File: config.mk
export PLATFORM = sky130hd
export DESIGN_NAME = reg_access_arbiter
export DESIGN_NICKNAME = d
export VERILOG_FILES = /design/src/rtl/reg_access_arbiter.sv
export SDC_FILE = /design/constraint.sdc
export NUM_CORES = 1
export LEC_CHECK = 0
export ABC_CLOCK_PERIOD_IN_PS = 3500
export CAP_MARGIN = 5
export CORE_UTILIZATION = 45
export DETAILED_ROUTE_END_ITERATION = 6
export PLACE_DENSITY = 0.95
export SYNTH_ARGS = -nofsm -noshare
export SYNTH_HDL_FRONTEND = slang
export SYNTH_SLANG_ARGS = --single-unit
File: constraint.sdc
create_clock -name clk -period 3.5 [get_ports clk]
set_input_delay 0.525 -clock clk [delete_from_list [all_inputs] [get_ports clk]]
set_output_delay 0.525 -clock clk [all_outputs]
set_load 0.02 [all_outputs]
File: src/rtl/reg_access_arbiter.sv
// Two-requester register-file access arbiter.
// Grants one requester at a time (round-robin on ties), drives the
// register-file ports for one cycle, then pulses the matching ack with
// the read or write data.
//
// state | meaning
// IDLE  | waiting for a request; grant decided on the leaving edge
// XFER  | register-file ports driven from the latched transaction
// ACK   | one-cycle ack pulse to the granted requester, rdata valid
module reg_access_arbiter #(
  parameter int DATA_W = 8,
  parameter int ADDR_W = 2
) (
  input  logic              clk,
  input  logic              reset,
  input  logic              req0,
  input  logic              req1,
  input  logic              wr0,
  input  logic              wr1,
  input  logic [ADDR_W-1:0] addr0,
  input  logic [ADDR_W-1:0] addr1,
  input  logic [DATA_W-1:0] wdata0,
  input  logic [DATA_W-1:0] wdata1,
  output logic              ack0,
  output logic              ack1,
  output logic [DATA_W-1:0] rdata,
  output logic              rf_we,
  output logic [ADDR_W-1:0] rf_waddr,
  output logic [ADDR_W-1:0] rf_raddr,
  output logic [DATA_W-1:0] rf_wdata,
  input  logic [DATA_W-1:0] rf_rdata,
  output logic              busy
);

  typedef enum logic [1:0] {
    S_IDLE = 2'd0,
    S_XFER = 2'd1,
    S_ACK  = 2'd2
  } state_t;

  state_t              state_q, state_d;
  logic                last_grant_q, last_grant_d;
  logic                gnt_q, gnt_d;
  logic                wr_q, wr_d;
  logic [ADDR_W-1:0]   addr_q, addr_d;
  logic [DATA_W-1:0]   wdata_q, wdata_d;
  logic [DATA_W-1:0]   rdata_q, rdata_d;

  logic                start;
  logic                gnt_sel;

  // On a tie the requester that did not win last time is served;
  // otherwise whichever single requester is asking.
  assign start   = (state_q == S_IDLE) && (req0 || req1);
  assign gnt_sel = (req0 && req1) ? ~last_grant_q : ~req0;

  // State and transaction registers; reset also aborts any transfer in flight.
  always_ff @(posedge clk or posedge reset) begin
    if (reset) begin
      state_q      <= S_IDLE;
      last_grant_q <= 1'b1;
      gnt_q        <= 1'b0;
      wr_q         <= 1'b0;
      addr_q       <= '0;
      wdata_q      <= '0;
      rdata_q      <= '0;
    end else begin
      state_q      <= state_d;
      last_grant_q <= last_grant_d;
      gnt_q        <= gnt_d;
      wr_q         <= wr_d;
      addr_q       <= addr_d;
      wdata_q      <= wdata_d;
      rdata_q      <= rdata_d;
    end
  end

  // Next-state, grant latching and read-data capture.
  always_comb begin
    state_d      = state_q;
    last_grant_d = last_grant_q;
    gnt_d        = gnt_q;
    wr_d         = wr_q;
    addr_d       = addr_q;
    wdata_d      = wdata_q;
    rdata_d      = rdata_q;
    unique case (state_q)
      S_IDLE: begin
        if (start) begin
          state_d      = S_XFER;
          last_grant_d = gnt_sel;
          gnt_d        = gnt_sel;
          wr_d         = gnt_sel ? wr1    : wr0;
          addr_d       = gnt_sel ? addr1  : addr0;
          wdata_d      = gnt_sel ? wdata1 : wdata0;
        end
      end
      S_XFER: begin
        state_d = S_ACK;
        // A write echoes its own data back so the requester sees what landed.
        rdata_d = wr_q ? wdata_q : rf_rdata;
      end
      S_ACK: begin
        state_d = S_IDLE;
      end
      default: begin
        state_d = S_IDLE;
      end
    endcase
  end

  // Register-file ports are only live during XFER; zero otherwise.
  always_comb begin
    rf_we    = 1'b0;
    rf_waddr = '0;
    rf_raddr = '0;
    rf_wdata = '0;
    ack0     = 1'b0;
    ack1     = 1'b0;
    if (state_q == S_XFER) begin
      rf_we    = wr_q;
      rf_waddr = addr_q;
      rf_raddr = addr_q;
      rf_wdata = wdata_q;
    end
    if (state_q == S_ACK) begin
      ack0 = ~gnt_q;
      ack1 = gnt_q;
    end
  end

  assign rdata = rdata_q;
  assign busy  = (state_q != S_IDLE);

endmodule

==> results.yml, run 1 <==
run_status:
  status: "finished, final reports clean"
layout:
  fill_cells: 223
  layout-drive-gt1-share_pct: 8.94
  fin_nets: 214
  n_antenna_cell: 0
  multiInputGateArea_sq_um: 662
  fin_area_sq_um: 1900
  area_delta_synth_final_pct: 41.6
  regArea_sq_um: 577
  instances_no_fill: 210
die:
  rows: 19
  die_w_microns: 56.6
  io_pins: 58
  die_y_microns: 56.6
  initial_core_util_pct: 48.2
  die_area_sq_um: 3200
  core_sq_um: 2780
synth:
  synthFlopType: "dfrtp_1"
  async_reset_ff_share_pct: 100
  synth_area_per_cell_sq_um: 10.3
  syn_nets: 164
  synth_edf_count: 0
  netlist_area_sq_um: 1340
  yosysWarnings: 0
  yosysUniqueCellTypes: 26
  yosysSeqAreaShare_pct: 43.0
  synthCells: 130
  synth-seq-cells: 23
timing:
  maxSlewViolCount: 0
  finalSetupTns_ps: 0
  hold_viol_final: 0
  skew_ps: 4.17
  rsz0062_at_grt: "no"
  tightest_slew_ps: 854
  max_freq_mhz: 368
  relSlewSlack_pct: 43.0
  finalCriticalPeriod_ps: 2720
  post-route-period-util_pct: 77.6
  finalSetupViolCount: 0
drt:
  ant_nets: 0
  wl_microns: 3160
  drcViolationCount: 0
  dr.pass1.iters: 4
  wl_per_cell_microns: 15.1
  via_per_inst: 5.52
  drt_iter0_drc: 28
  vias: 1159
hold_path:
  hp-class: "reg2reg"
  hold_path_end: "rdata[6]"
  holdCritStartpoint: "rdata[6]"
  min_path_cells: 2
setup_path:
  critPathCaptureType: "output port"
  cp.arrival_ps: 2190
  r2r-start: "last_grant_q"
  regToRegSetupSlack_ps: 2070
  worstPathRequired_ps: 2970
  cp_max_fo: 17
  path_class: "reg2out"
  r2r_cells: 3
  worstSetupStartpointType: "flip-flop"
  r2r-end: "wdata_q[2]"
clock_tree:
  cts_made_buffers: 3
  h-tree-depth: 1
  postCtsSetupBuffers: 0
  cts_num_sinks: 23
  cts_hold_buf: 0
  post_cts_resized: 0
  cts_root_buf: "clkbuf_4"
  clk_path_buf_depth: 2
  cts_tree: "built"
  clk_pin_slew_ps: 130
  clkLatencyLatePin_ps: 310
global_route:
  grt_pass1_vias: 1217
  gr-total-overflow: 0
  grtUsageTotal_pct: 21.1
  grt_pass1_wl_microns: 5330
  antenna_found_initial: 0
  grt_max_degree: 24
place:
  placed_cell_area_sq_um: 1870
  io_buffer_count: 57
  dp_hpwl_microns: 2580
  dp.cells: 206
  gp_congestion: 0.707
power:
  powerDensity_nw_per_um2: 881
  ir_worst_vdd_uv: 509
  leakage_nw: 0.748
flow_run:
  maxCapViolCount: 0
## Yosys cell counts (all sizes together) (2+ instances only)
master   n  area, sq um
buf      9         71.3
nand2b   2         12.5
nand2    8         30.0
clkbuf   4         15.0
nand3   12         60.1
o21ai   19         95.1
and2    12         77.6
dfrtp   22          551
o21a     2         15.0
inv      4         15.0
a21oi   11         55.1
a31oi   11          204
mux2i    8         80.1
## final cells by class
type | instances | area share, %
Timing Repair Buffer | 58 | 30.5
Tap cell | 31 | 2.04
Inverter | 4 | 0.792
Sequential cell | 23 | 30.4
Multi-Input combinational cell | 90 | 34.9
Clock buffer | 4 | 1.39
## logic make-up after synthesis
family                 after synthesis  share of synthesized area, %
and+or+nand+nor                     39                          15.9
AOI/OAI and AO/OA                   43                          27.5
muxes                                8                          5.98
DFF                                 23                          43.0
buffers and inverters               17                          7.56
## layout by cell type, fill, tap and decap left out
cell type and n:
and3b_1 1, nor3b_1 1, o21ai_0 11, buf_4 1
a21oi_1 11, mux2i_1 8, and2_1 11, nand3_1 12
nand2b_1 2, a31oi_1 2, nand2_1 8, clkbuf_4 3
dfstp_2 1, or2_1 1, nor2_1 1, inv_1 3
o21a_1 2, inv_2 1, a31oi_4 9, and2_4 1
o21ai_1 8, clkdlybuf4s50_1 57, clkbuf_1 1, nor2b_1 1
dfrtp_1 22
## worst max-delay path by stage
stage	startpoint	endpoint	slack, ps	cells after the start
2_1_floorplan	state_q[1]	rf_waddr[0]	1710	5
3_3_place_gp	state_q[1]	rf_wdata[0]	1210	4
3_5_place_dp	req0	wdata_q[2]	1130	4
4_1_cts	state_q[1]	rf_waddr[1]	770	4
5_1_grt	state_q[1]	rf_waddr[1]	630	4
6_report	state_q[1]	rf_wdata[5]	780	4
## power by group
part	total (mW)	internal (mW)	switching, mW
Combinational	1.03	0.493	0.533
Sequential	0.522	0.406	0.116
Clock	0.124	0.0445	0.0793
## state kept, by name, indices dropped and copies added (netlist names)
name and cells:
last_grant_q 1, state_q 2, addr_q 2, wdata_q 8, wr_q 1, gnt_q 1
rdata 8
## critical path: stages (launching register included)
cell and delay [ps]:
dfrtp_1 430, nand2b_1 390, inv_2 260, and2_1 170
clkdlybuf4s50_1 630
## metrics by stage
stage	util (%)	hold slack, ps	setup slack (ps)	total power, mW
finish	68.2	510	785	1.67
global route	68.2	540	634	1.78
CTS	68.2	515	769	1.68
detailed placement	67.3	486	1130	1.56
global placement	67.3	471	1210	1.51
floorplan	-	479	1710	1.22
## routing by layer
layer | share of wire (%) | GRT usage [%] | wire length, microns
met1 | 38 | 21.8 | 1210
met2 | 54 | 41.2 | 1710
met3 | 6.1 | 4.61 | 193
met4 | 1.7 | 6.97 | 53
met5 | 0 | 0 | 0
(Power assumes the default switching activity.)
==> inputs of run 2 (changes only) <==
Settings changed: ABC_CLOCK_PERIOD_IN_PS 3500 to 2150, CORE_UTILIZATION 45 to 38, PLACE_DENSITY 0.95 to 0.86.
Clock period 3.5 ns to 2.15 ns, I/O delays scaled along.
==> run 2 against run 1 <==
Via count fell by 4.0%. Non-clock buffer count rose by 5. Total power rose by 61%. Cell area rose by 4.2%. Critical path depth fell by 2. Core utilization fell by 9.5 points. Sequential share of layout area fell by 1.2 points. Largest power group unchanged. Worst hold slack got worse by 160 ps. Count of clock-buffer cells in the layout fell by 1. Clock skew barely moved. Global-route usage fell by 4.4 points. Combinational power rose by 64%.
==> results.yml, run 2 (synthesis gave the netlist of run 1 again) <==
clock_tree:
  cts_made_buffers: 3
  clk_path_buf_depth: 2
  clkLatencyLatePin_ps: 310
  cts_tree: "built"
  h-tree-depth: 1
  cts_root_buf: "clkbuf_4"
  clk_pin_slew_ps: 120
  cts_hold_buf: 0
  cts_num_sinks: 23
power:
  ir_worst_vdd_uv: 534
  leakage_nw: 0.944
  powerDensity_nw_per_um2: 1360
timing:
  maxSlewViolCount: 0
  finalSetupViolCount: 0
  finalCriticalPeriod_ps: 1880
  holdWs_ps: 348
  finalSetupTns_ps: 0
  relSlewSlack_pct: 64.9
  tightest_slew_ps: 527
  rsz0062_at_grt: "no"
  max_freq_mhz: 531
  skew_ps: 4.51
  hold_viol_final: 0
  post-route-period-util_pct: 87.6
drt:
  wl_per_cell_microns: 12.9
  vias: 1113
  drt_iter0_drc: 37
  dr.pass1.iters: 4
  drcViolationCount: 0
  wl_microns: 2960
  via_per_inst: 4.84
  ant_nets: 0
place:
  placed_cell_area_sq_um: 1930
  io_buffer_count: 57
  dp.cells: 226
  dp_hpwl_microns: 2380
  gp_congestion: 0.765
die:
  io_pins: 58
  die_y_microns: 61.4
  die_area_sq_um: 3770
  initial_core_util_pct: 39.8
  rows: 21
  core_sq_um: 3360
  die_w_microns: 61.4
global_route:
  grt_pass1_wl_microns: 4620
  grt_pass1_vias: 1020
  gr-total-overflow: 0
  antenna_found_initial: 0
  grt_max_degree: 17
  grtUsageTotal_pct: 16.7
layout:
  area_delta_synth_final_pct: 47.4
  instances_no_fill: 230
  final_common_cell: "clkdlybuf4s50_1"
  fin_nets: 219
  n_antenna_cell: 0
  mostFrequentLayoutCells: "44 x clkdlybuf4s50_1, 22 x dfrtp_1, 12 x nand3_1"
  utilization_pct: 58.7
  layout-drive-gt1-share_pct: 12.0
  fin_area_sq_um: 1980
setup_path:
  critPathCaptureType: "output port"
  max_stage_delay_ps: 640
  path_cells: "nor3b_1, clkdlybuf4s50_1"
  critPathBufInv: 1
  critPathTopFamily: "buffers and inverters"
  cp.arrival_ps: 1560
  cpMaxStageDelayCell: "clkdlybuf4s50_1"
  path_class: "reg2out"
  worstPathRequired_ps: 1830
  worstSetupStartpointType: "flip-flop"
  cp_max_fo: 3
run_status:
  status: "finished, final reports clean"
flow_run:
  maxCapViolCount: 0
hold_path:
  hp-class: "in2async"
==> run 2: changes by cell type in the layout (fill, tap and decap cells not counted) <==
cell             before  now
clkbuf_1              1    0
clkinv_2              0    1
buf_4                 1    6
dlymetal6s2s_1        0   10
clkdlybuf4s50_1      57   44
dlygate4sd2_1         0    3
==> run 2: metal layers <==
layer	routed length, microns	vias up	track usage, %	part of all wire, %
met4	25	0	6.67	0.84
met5	0	-	0	0
met1	1280	512	21.3	43
met2	1540	39	29.3	52
li1	-	560	-	-
met3	116	2	1.26	3.9
==> run 2: final cells by class <==
class,count,area (sq um)
clock inverter,1,5.00
fill,301,1390
timing repair buffer,63,637
multi-input combinational,90,662
tap,46,57.6
sequential,23,577
inverter,4,15.0
clock buffer,3,22.5
==> run 2: final timing paths <==
check / cells after the start / from / slack [ps] / end
max: 2 / gnt_q / 270 / ack0
min: 2 / reset / 350 / rdata[0]
max reg2reg: 3 / last_grant_q / 760 / wr_q
min reg2reg: 2 / rdata[5] / 500 / rdata[5]
max in group asynchronous: 3 / reset / 1270 / wdata_q[6]
min in group clk: 2 / rdata[5] / 500 / rdata[5]
==> run 2: per-stage QoR <==
step | total power, mW | setup slack, ps
final | 2.69 | 267
after global placement | 2.50 | 339
after global routing | 2.90 | 173
after detailed placement | 2.56 | 312
after CTS | 2.74 | 1.93
after floorplan | 1.99 | 567
==> run 2: report_power, final <==
part	switching, mW	total (mW)	internal, mW	leakage (nW)
clock	0.125	0.194	0.0694	0.0177
sequential	0.147	0.809	0.662	0.267
combinational	0.887	1.69	0.800	0.659
total	1.16	2.69	1.53	0.944
==> run 2: repair_timing <==
item	CTS	global route
gates cloned	0	0
setup buffers	0	0
resized for setup	3	10
endpoints found under the setup margin	4	10
